==> config.mk <==
export PLATFORM = sky130hd
export DESIGN_NAME = z80_exec_ctrl
export DESIGN_NICKNAME = d
export VERILOG_FILES = /design/src/rtl/z80_exec_pkg.sv /design/src/rtl/z80_exec_ce_pulse_counter.sv /design/src/rtl/z80_exec_ctrl.sv
export SDC_FILE = /design/constraint.sdc
export NUM_CORES = 1
export LEC_CHECK = 0
export BUFFER_PORTS_ARGS = -buffer_cell sky130_fd_sc_hd__clkbuf_2
export CORE_MARGIN = 2
export CORE_UTILIZATION = 52
export DETAILED_ROUTE_END_ITERATION = 8
export PLACE_DENSITY = 0.8
export SYNTH_ARGS = -nofsm -noshare
export SYNTH_HDL_FRONTEND = slang
export SYNTH_SLANG_ARGS = --single-unit
==> constraint.sdc <==
create_clock -name clk_sys -period 1.95 [get_ports clk_sys]
set_input_delay 0.0975 -clock clk_sys [delete_from_list [all_inputs] [get_ports clk_sys]]
set_output_delay 0.0975 -clock clk_sys [all_outputs]
set_load 0.005 [all_outputs]
==> src/rtl/z80_exec_pkg.sv <==
// Shared types and constants for the Z80 post-load execute sequencer.
// Holds the FSM state encoding, the default SP value and the parameter defaults.
package z80_exec_pkg;

  typedef enum logic [2:0] {
    IDLE,
    LOADING,
    REQ,
    SET,
    RELEASE
  } execState_t;

  localparam logic [15:0] SP_DEFAULT = 16'h4200;

  localparam int SET_CYCLES_DEF     = 4;
  localparam int RELEASE_CYCLES_DEF = 2;
  localparam int BUSAK_TIMEOUT_DEF  = 1024;

  // Width needed to hold 0..maxCount, never less than one bit.
  function automatic int cntWidth(input int maxCount);
    return (maxCount < 1) ? 1 : $clog2(maxCount + 1);
  endfunction

endpackage

==> src/rtl/z80_exec_ce_pulse_counter.sv <==
// Saturating counter of cpu_ce pulses, cleared while the owning state is inactive.
// o_terminal is high on the cycle whose pulse completes the count, or once saturated.
module ce_pulse_counter
  import z80_exec_pkg::*;
#(
  parameter int MAX_COUNT = 4
) (
  input  logic i_clk,
  input  logic i_reset_n,
  input  logic i_clear,
  input  logic i_enable,
  input  logic i_ce,
  output logic o_terminal
);

  localparam int W = cntWidth(MAX_COUNT);
  localparam logic [W:0] MAX_V = (W+1)'(MAX_COUNT);

  logic [W-1:0] r_count;
  logic [W:0]   w_sum;

  assign w_sum      = {1'b0, r_count} + {{W{1'b0}}, (i_enable & i_ce)};
  assign o_terminal = (w_sum >= MAX_V);

  always_ff @(posedge i_clk or negedge i_reset_n) begin
    if (!i_reset_n) begin
      r_count <= '0;
    end else if (i_clear) begin
      r_count <= '0;
    end else if (i_enable && i_ce && (r_count != MAX_V[W-1:0])) begin
      r_count <= r_count + 1'b1;
    end
  end

endmodule

==> src/rtl/z80_exec_ctrl.sv <==
// Post-load jump sequencer: captures the transfer address during a download, then
// stalls the CPU via BUSRQ and pulses the register loader's set strobe before release.
module z80_exec_ctrl
  import z80_exec_pkg::*;
#(
  parameter int SET_CYCLES     = SET_CYCLES_DEF,
  parameter int RELEASE_CYCLES = RELEASE_CYCLES_DEF,
  parameter int BUSAK_TIMEOUT  = BUSAK_TIMEOUT_DEF
) (
  input  logic        clk_sys,
  input  logic        reset_n,
  input  logic        cpu_ce,
  input  logic        load_active,
  input  logic        xfer_valid,
  input  logic [15:0] xfer_addr,
  input  logic        autorun,
  input  logic        cpu_busak_n,
  output logic        cpu_busrq_n,
  output logic        dir_set,
  output logic [15:0] execute_addr,
  output logic        busy,
  output logic        done,
  output logic        timeout_err
);

  localparam int TW = cntWidth(BUSAK_TIMEOUT);
  localparam logic [TW-1:0] TO_LAST = TW'(BUSAK_TIMEOUT - 1);
  localparam logic [TW-1:0] TO_CAP  = TW'(BUSAK_TIMEOUT);

  execState_t    r_state;
  execState_t    w_nextState;
  logic          r_loadPrev;
  logic          r_addrOk;
  logic [15:0]   r_execAddr;
  logic          r_timeoutErr;
  logic          r_done;
  logic [TW-1:0] r_reqCnt;
  logic          w_loadFall;
  logic          w_loadRise;
  logic          w_setTerm;
  logic          w_relTerm;
  logic          w_enterLoading;
  logic          w_timeoutHit;
  logic          w_commit;
  logic          w_capture;

  assign w_loadFall = r_loadPrev & ~load_active;
  assign w_loadRise = load_active & ~r_loadPrev;
  assign w_capture  = (r_state == LOADING) && xfer_valid;

  ce_pulse_counter #(.MAX_COUNT(SET_CYCLES)) u_setCnt (
    .i_clk      (clk_sys),
    .i_reset_n  (reset_n),
    .i_clear    (r_state != SET),
    .i_enable   (r_state == SET),
    .i_ce       (cpu_ce),
    .o_terminal (w_setTerm)
  );

  ce_pulse_counter #(.MAX_COUNT(RELEASE_CYCLES)) u_relCnt (
    .i_clk      (clk_sys),
    .i_reset_n  (reset_n),
    .i_clear    (r_state != RELEASE),
    .i_enable   (r_state == RELEASE),
    .i_ce       (cpu_ce),
    .o_terminal (w_relTerm)
  );

  always_comb begin
    w_nextState = r_state;
    case (r_state)
      IDLE:    if (load_active) w_nextState = LOADING;
      LOADING: begin
        // A strobe on the falling-edge cycle still counts for the autorun decision.
        if (w_loadFall) begin
          w_nextState = ((r_addrOk || xfer_valid) && autorun) ? REQ : IDLE;
        end
      end
      REQ: begin
        if (w_loadRise)             w_nextState = LOADING;
        else if (!cpu_busak_n)      w_nextState = SET;
        else if (r_reqCnt == TO_LAST) w_nextState = IDLE;
      end
      SET: begin
        if (w_loadRise)     w_nextState = LOADING;
        else if (w_setTerm) w_nextState = RELEASE;
      end
      RELEASE: begin
        if (w_loadRise)     w_nextState = LOADING;
        else if (w_relTerm) w_nextState = IDLE;
      end
      default: w_nextState = IDLE;
    endcase
  end

  assign w_enterLoading = (w_nextState == LOADING) && (r_state != LOADING);
  assign w_timeoutHit   = (r_state == REQ) && !w_loadRise && cpu_busak_n && (r_reqCnt == TO_LAST);
  assign w_commit       = (r_state == RELEASE) && !w_loadRise && w_relTerm;

  always_ff @(posedge clk_sys or negedge reset_n) begin
    if (!reset_n) begin
      r_state      <= IDLE;
      r_loadPrev   <= 1'b0;
      r_addrOk     <= 1'b0;
      r_execAddr   <= 16'h0000;
      r_timeoutErr <= 1'b0;
      r_done       <= 1'b0;
      r_reqCnt     <= '0;
    end else begin
      r_state    <= w_nextState;
      r_loadPrev <= load_active;
      r_done     <= w_commit;
      if (w_enterLoading) begin
        r_addrOk     <= 1'b0;
        r_timeoutErr <= 1'b0;
      end else begin
        if (w_capture)    r_addrOk     <= 1'b1;
        if (w_timeoutHit) r_timeoutErr <= 1'b1;
      end
      if (w_capture) r_execAddr <= xfer_addr;
      if (r_state != REQ)          r_reqCnt <= '0;
      else if (r_reqCnt != TO_CAP) r_reqCnt <= r_reqCnt + 1'b1;
    end
  end

  assign cpu_busrq_n  = !((r_state == REQ) || (r_state == SET) || (r_state == RELEASE));
  assign dir_set      = (r_state == SET);
  assign busy         = (r_state != IDLE);
  assign done         = r_done;
  assign timeout_err  = r_timeoutErr;
  assign execute_addr = r_execAddr;

endmodule

======== After elaboration in Yosys (flattened, before gate mapping) ========
Cells that the tools add are included.
storage, ports and cells
  word-level logic and storage cells ...... 80
  bits in latches ......................... 0
  flip-flop bits (word level) ............. 39
  input bits .............................. 23
  memory bits (read-only) ................. 0
  bits in writable memories ............... 0
  memories kept ........................... 0
operators by class
  eq/ne operators ......................... 13
  bitwise logic cells ..................... 6
  add/sub/neg operators ................... 5
  $lt $le $gt $ge ......................... 2
  shift-type cells ........................ 0
  reduce and logical (&&, ||, !) cells .... 24
  divide/modulo/power cells ............... 0
  muxes and demuxes ....................... 21
  $mul .................................... 0
operators with widths
  kind                   number
  $mux 3                 11
  $mux 11                2
  $pmux 3 s5             1
  $logic_and 1x1->1      12
  $add 11x1->11 const B  1
  $eq 11x10->1 const B   1
  $ne 11x11->1 const B   1
  $reduce_bool 2->1      5
  $eq 3x1->1 const B     2
  $eq 3x2->1 const B     2
  $mux 2                 3
  $ne 3x2->1 const B     2
  $ne 3x3->1 const B     2
  $add 3x1->4            1
  $and 1x1->1            4
  $ge 4x3->1 const B     1
  $mux 1                 4
  $add 2x1->3            1
  $add 3x1->3 const B    1
  $eq 3x3->1 const B     1
  $ge 3x2->1 const B     1
  $logic_not 3->1        1
  $logic_or 1x1->1       3
  $ne 3x1->1 const B     1
  5 further kinds        7

======== Logic depth before layout (Yosys ltp) ========
  word-level depth ........................ 10
  depth in mapped cells ................... 6
  depth with buffers taken out ............ 6

======== By module ========
A second synthesis with hierarchy kept.
unflattened totals
  cell total of the unflattened synthesis .. 166
  area, all modules ....................... 1881.8 µm²
modules (own cells, without submodules)
  module                       cells an instance  seq. area each (µm²)  area an instance (µm²)  instances
  z80_exec_ctrl                134                850.8                 1560.2                  1
  ce_pulse_counter (u_setCnt)  19                 75.1                  192.7                   1
  ce_pulse_counter (u_relCnt)  13                 50.0                  128.9                   1

======== Worst setup path before layout ========
No wires, ideal clock.
  path type ............................... reg-to-reg
  start ................................... reg r_reqCnt[0]
  end ..................................... reg r_timeoutErr, in the netlist timeout_err
  period minus slack after synthesis ...... 1.584 ns
  cell stages (with the launch flop) ...... 7
  arrival time ............................ 1.463 ns
  path slack .............................. 0.366 ns
  path through ............................ dfrtp_1 -> ha_1 -> and3_1 -> nand4_1 -> nor3b_2 -> o2111ai_2 -> a22o_1
on the way
  longest elaborated chain between the ends .. 8
  elaborated cells on any way between the ends .. 10
  those cells by class .................... eq/ne (2); mux (5); reduce/logical (3)
RTL lines
  element                                      line                                      RTL
  start: declaration                           z80_exec_ctrl.sv:37                       logic [TW-1:0] r_reqCnt;
  start signal: assignment                     z80_exec_ctrl.sv:122                      else if (r_reqCnt != TO_CAP) r_reqCnt <= r_reqCnt + 1'b1;
  $eq 11x10->1 *                               z80_exec_ctrl.sv:82, z80_exec_ctrl.sv:97
  $mux 3                                       z80_exec_ctrl.sv:82                       else if (r_reqCnt == TO_LAST) w_nextState = IDLE;
  $mux 3                                       z80_exec_ctrl.sv:81                       else if (!cpu_busak_n) w_nextState = SET;
  $mux 3                                       z80_exec_ctrl.sv:80                       if (w_loadRise) w_nextState = LOADING;
  $pmux 3 s5                                   z80_exec_ctrl.sv:71                       case (r_state)
  $eq 3x1->1                                   z80_exec_ctrl.sv:96                       assign w_enterLoading = (w_nextState == LOADING) && (r_state != LOADING);
  $logic_and 1x1->1                            z80_exec_ctrl.sv:96
  $mux 1 or $reduce_bool 2->1 (tied branches)  n/a
  end signal: assignment                       z80_exec_ctrl.sv:106                      r_timeoutErr <= 1'b0;
  end signal: assignment                       z80_exec_ctrl.sv:115                      r_timeoutErr <= 1'b0;
  end signal: assignment                       z80_exec_ctrl.sv:118                      if (w_timeoutHit) r_timeoutErr <= 1'b1;
  end: declaration                             z80_exec_ctrl.sv:35                       logic r_timeoutErr;
Mark *: on every way between the ends. The rest lies on a longest branch, timed or not.
A chain may end at the register's enable or synchronous reset.

======== Worst setup path in the final report ========
Ends and elaborated chain as after synthesis.

==> impl_metrics.yaml <==
run_status:
  status: "finished clean"
sta:
  relSlewSlack_pct: 68.0
  fin_crit_sh_pct: 90.5
  setup_viol: 0
  rsz0062_at_grt: "false"
  slew_violations: 0
  skew_ps: 11.7
  final_hold_viol_count: 0
  tightest_slew_ps: 480
  fmax_ghz: 0.567
  period_needed_ps: 1760
  postLayoutSetupSlackWorst_ps: 185
  setup_tns_ps: 0
hold_path:
  hp-class: "primary input to register"
floorplan:
  die_area_mm2: 0.00403
  row_count: 21
  io_pins: 44
  dieWidth_um: 63.5
  initial_core_util_pct: 54.7
  die_h_um: 63.5
  core-area_mm2: 0.00336
clock_tree:
  htreeDepth: 2
  cts_sinks: 39
  clk_pin_slew_worst_paths_ps: 110
  cts_tree: "done"
  cts_resized: 0
  numCtsBuffers: 5
  clk_latency_ps: 340
  cts_root_buf: "clkbuf_4"
  clock_path_buffers: 2
  cts_setup_buffers: 0
cells_and_area:
  finalCoreUtilization_pct: 69.6
  final_nets: 259
  antenna_cells: 0
  layout-drive-gt1-share_pct: 28.6
  area_growth_pct: 27.3
  finish.instance_area_mm2: 0.00234
  seq_area_um2: 976
  multi_input_area_um2: 800
  num-fill-cells: 258
setup_path:
  criticalPathCategory: "register to register"
  end_kind: "register"
  crit_path_start_kind: "register"
  path_cells: "ha_1, and3_1, nand4_1, nor3b_2, o2111ai_2, a22o_1"
  crit_fanout: 5
  cpMaxStageDelayCell: "dfrtp_1"
  critPathTopFamily: "simple AND/OR/NAND/NOR gates"
  worstPathRequired_ps: 2180
  slowest_delay_ps: 450
  worst_ep_arrival_time_ps: 2000
  path_buf_inv: 0
pwr:
  sw_frac_of_total_pct: 31.0
  power_frac_comb_pct: 33.3
  p_seq_share_pct: 49.0
  netSwitchingPower_w: 0.000723
  power.density_mw_per_mm2: 995
  ir_drop_mv: 0.459
  internal-power_w: 0.00161
  leakage_nw: 1.07
  total_power_w: 0.00233
  pwr-share-clk_pct: 17.7
logic_synthesis:
  synth_top_cells_by_area: "dfrtp_1, mux2_1, mux2_2, nor2_1, ha_1"
  syn_avg_cell_area_um2: 11.2
  netlist_top_cells_count: "dfrtp_1, nor2_1, mux2_1, mux2_2"
  ys_ff_latch: 39
  synthFlopType: "dfrtp_1"
  yosysMostFrequentCell: "dfrtp_1"
  synth_cell_types: 39
  synth_cells: 164
  async_flop_share_pct: 100
  netlist_area_mm2: 0.00184
  yosysTopAreaCell: "dfrtp_1"
  syn_nets: 192
  synth_edf_count: 0
  yosysWarningCount: 0
  seq_area_frac_synth_pct: 53.1
  synth_top_area_share_pct: 53.1
placement:
  dpl_cell_area_mm2: 0.00210
  portBuffers: 43
  pre_cts_ws_ps: 201
  gp_congestion: 0.759
  place_hpwl_um: 2350
drt:
  routedWlPerCell_um: 13.4
  wl_met3_um: 157
  highest_layer: "met4"
  drt_wl_total_um: 3710
  wl_met2_um: 1860
  wl_met1_um: 1640
  vias_per_cell: 5.06
  drtIter0Drc: 63
  dr.pass1.iters: 4
  antenna_left: 0
  drc_errors: 0
  dr_total_vias: 1401
global_routing:
  grt_max_degree: 40
  grt_antenna_before_repair: 0
  gr-usage-all-layers_pct: 20.9
  overflow: 0
  grt_pass1_wl_um: 6470
  grt_pass1_vias: 1449
flow_run:
  drv_cap: 0
[cell usage in the layout, fill, tap and decap left out, types with 3 or more instances in the layout]
cell type and instances:
clkbuf_2 43, dfrtp_1 39, nor2_1 22, dlygate4sd3_1 18
mux2_1 9, mux2_2 8, inv_1 7, nand2_1 7
nand3_1 7, xnor2_1 7, a21oi_1 6, ha_1 5
clkbuf_4 5, nor3_1 4, xor2_1 4, buf_4 4
nor2b_1 3, and3_1 3
[through the flow]
| step | hold slack (ps) | cells |
|---|---|---|
| 2_1_floorplan | -198 | 164 |
| 3_3_place_gp | 173 | 252 |
| 3_5_place_dp | 174 | 252 |
| 4_1_cts | 74.9 | 277 |
| 5_1_grt | 148 | 277 |
| 6_report | 86.9 | 277 |
[path summary, 6_finish.rpt]
path | startpoint | to | slack [ps] | cells past startpoint
min in group asynchronous | reset_n | u_relCnt.r_count[0] | 320 | 3
min reg2reg | execute_addr[9] | execute_addr[9] | 500 | 1
max | r_reqCnt[0] | timeout_err | 190 | 6
max in group asynchronous | reset_n | execute_addr[6] | 1280 | 3
min | cpu_ce | u_setCnt.r_count[2] | 90 | 3
max reg2reg | r_reqCnt[0] | timeout_err | 190 | 6
[worst reg2reg max path, stage by stage, from the launching register on]
cell and delay, ps:
dfrtp_1 450, ha_1 210, and3_1 220, nand4_1 160, nor3b_2 270, o2111ai_2 150
a22o_1 210
[per-layer routing]
metal | up-vias | GRT usage, %
met5 | - | 0
met4 | 0 | 8.15
met3 | 8 | 5.18
met2 | 36 | 36.2
met1 | 664 | 24.8
li1 | 693 | -
[layout make-up]
class                           instances  share of cell area, %
Clock buffer                            6                   2.19
Timing Repair Buffer                   65                   18.2
Multi-Input combinational cell        113                   34.2
Sequential cell                        39                   41.7
Tap cell                               46                   2.46
Clock inverter                          1                  0.214
Inverter                                7                   1.12
[registers in the layout, indices dropped and copies added (netlist names)]
register and count:
done 1, r_reqCnt 11, r_addrOk 1, execute_addr 16
u_setCnt.r_count 3, u_relCnt.r_count 2, r_loadPrev 1, timeout_err 1
r_state 3
[kinds of logic (layout without fill, tap and decap cells)]
logic type               after synthesis  in the layout  share of synthesized area (%)
adder cells (fa/ha/maj)                5              5                           3.40
AND/OR/NAND/NOR                       62             62                           17.8
flip-flops                            39             39                           53.1
multiplexers                          18             18                           11.0
AO/OA/AOI/OAI                         17             17                           6.12
buffers and inverters                 12             79                           3.47
XOR/XNOR                              11             11                           5.24
[power by group through the flow]
stage / clock network, W / registers, W / logic, W
final: 0.000412 / 0.00114 / 0.000775
after global routing: 0.000459 / 0.00117 / 0.000866
after CTS: 0.000431 / 0.00113 / 0.000774
after detailed placement: 0 / 0.00115 / 0.000742
after global placement: 0 / 0.00114 / 0.000728
after floorplan: 0 / 0.00115 / 0.000432
[what timing repair did]
| item | CTS | global route |
|---|---|---|
| endpoints found under the hold margin | 56 | 0 |
| hold buffers | 18 | 0 |
| endpoints found under the setup margin | 0 | 0 |
Power figures use the tool's default switching activity.
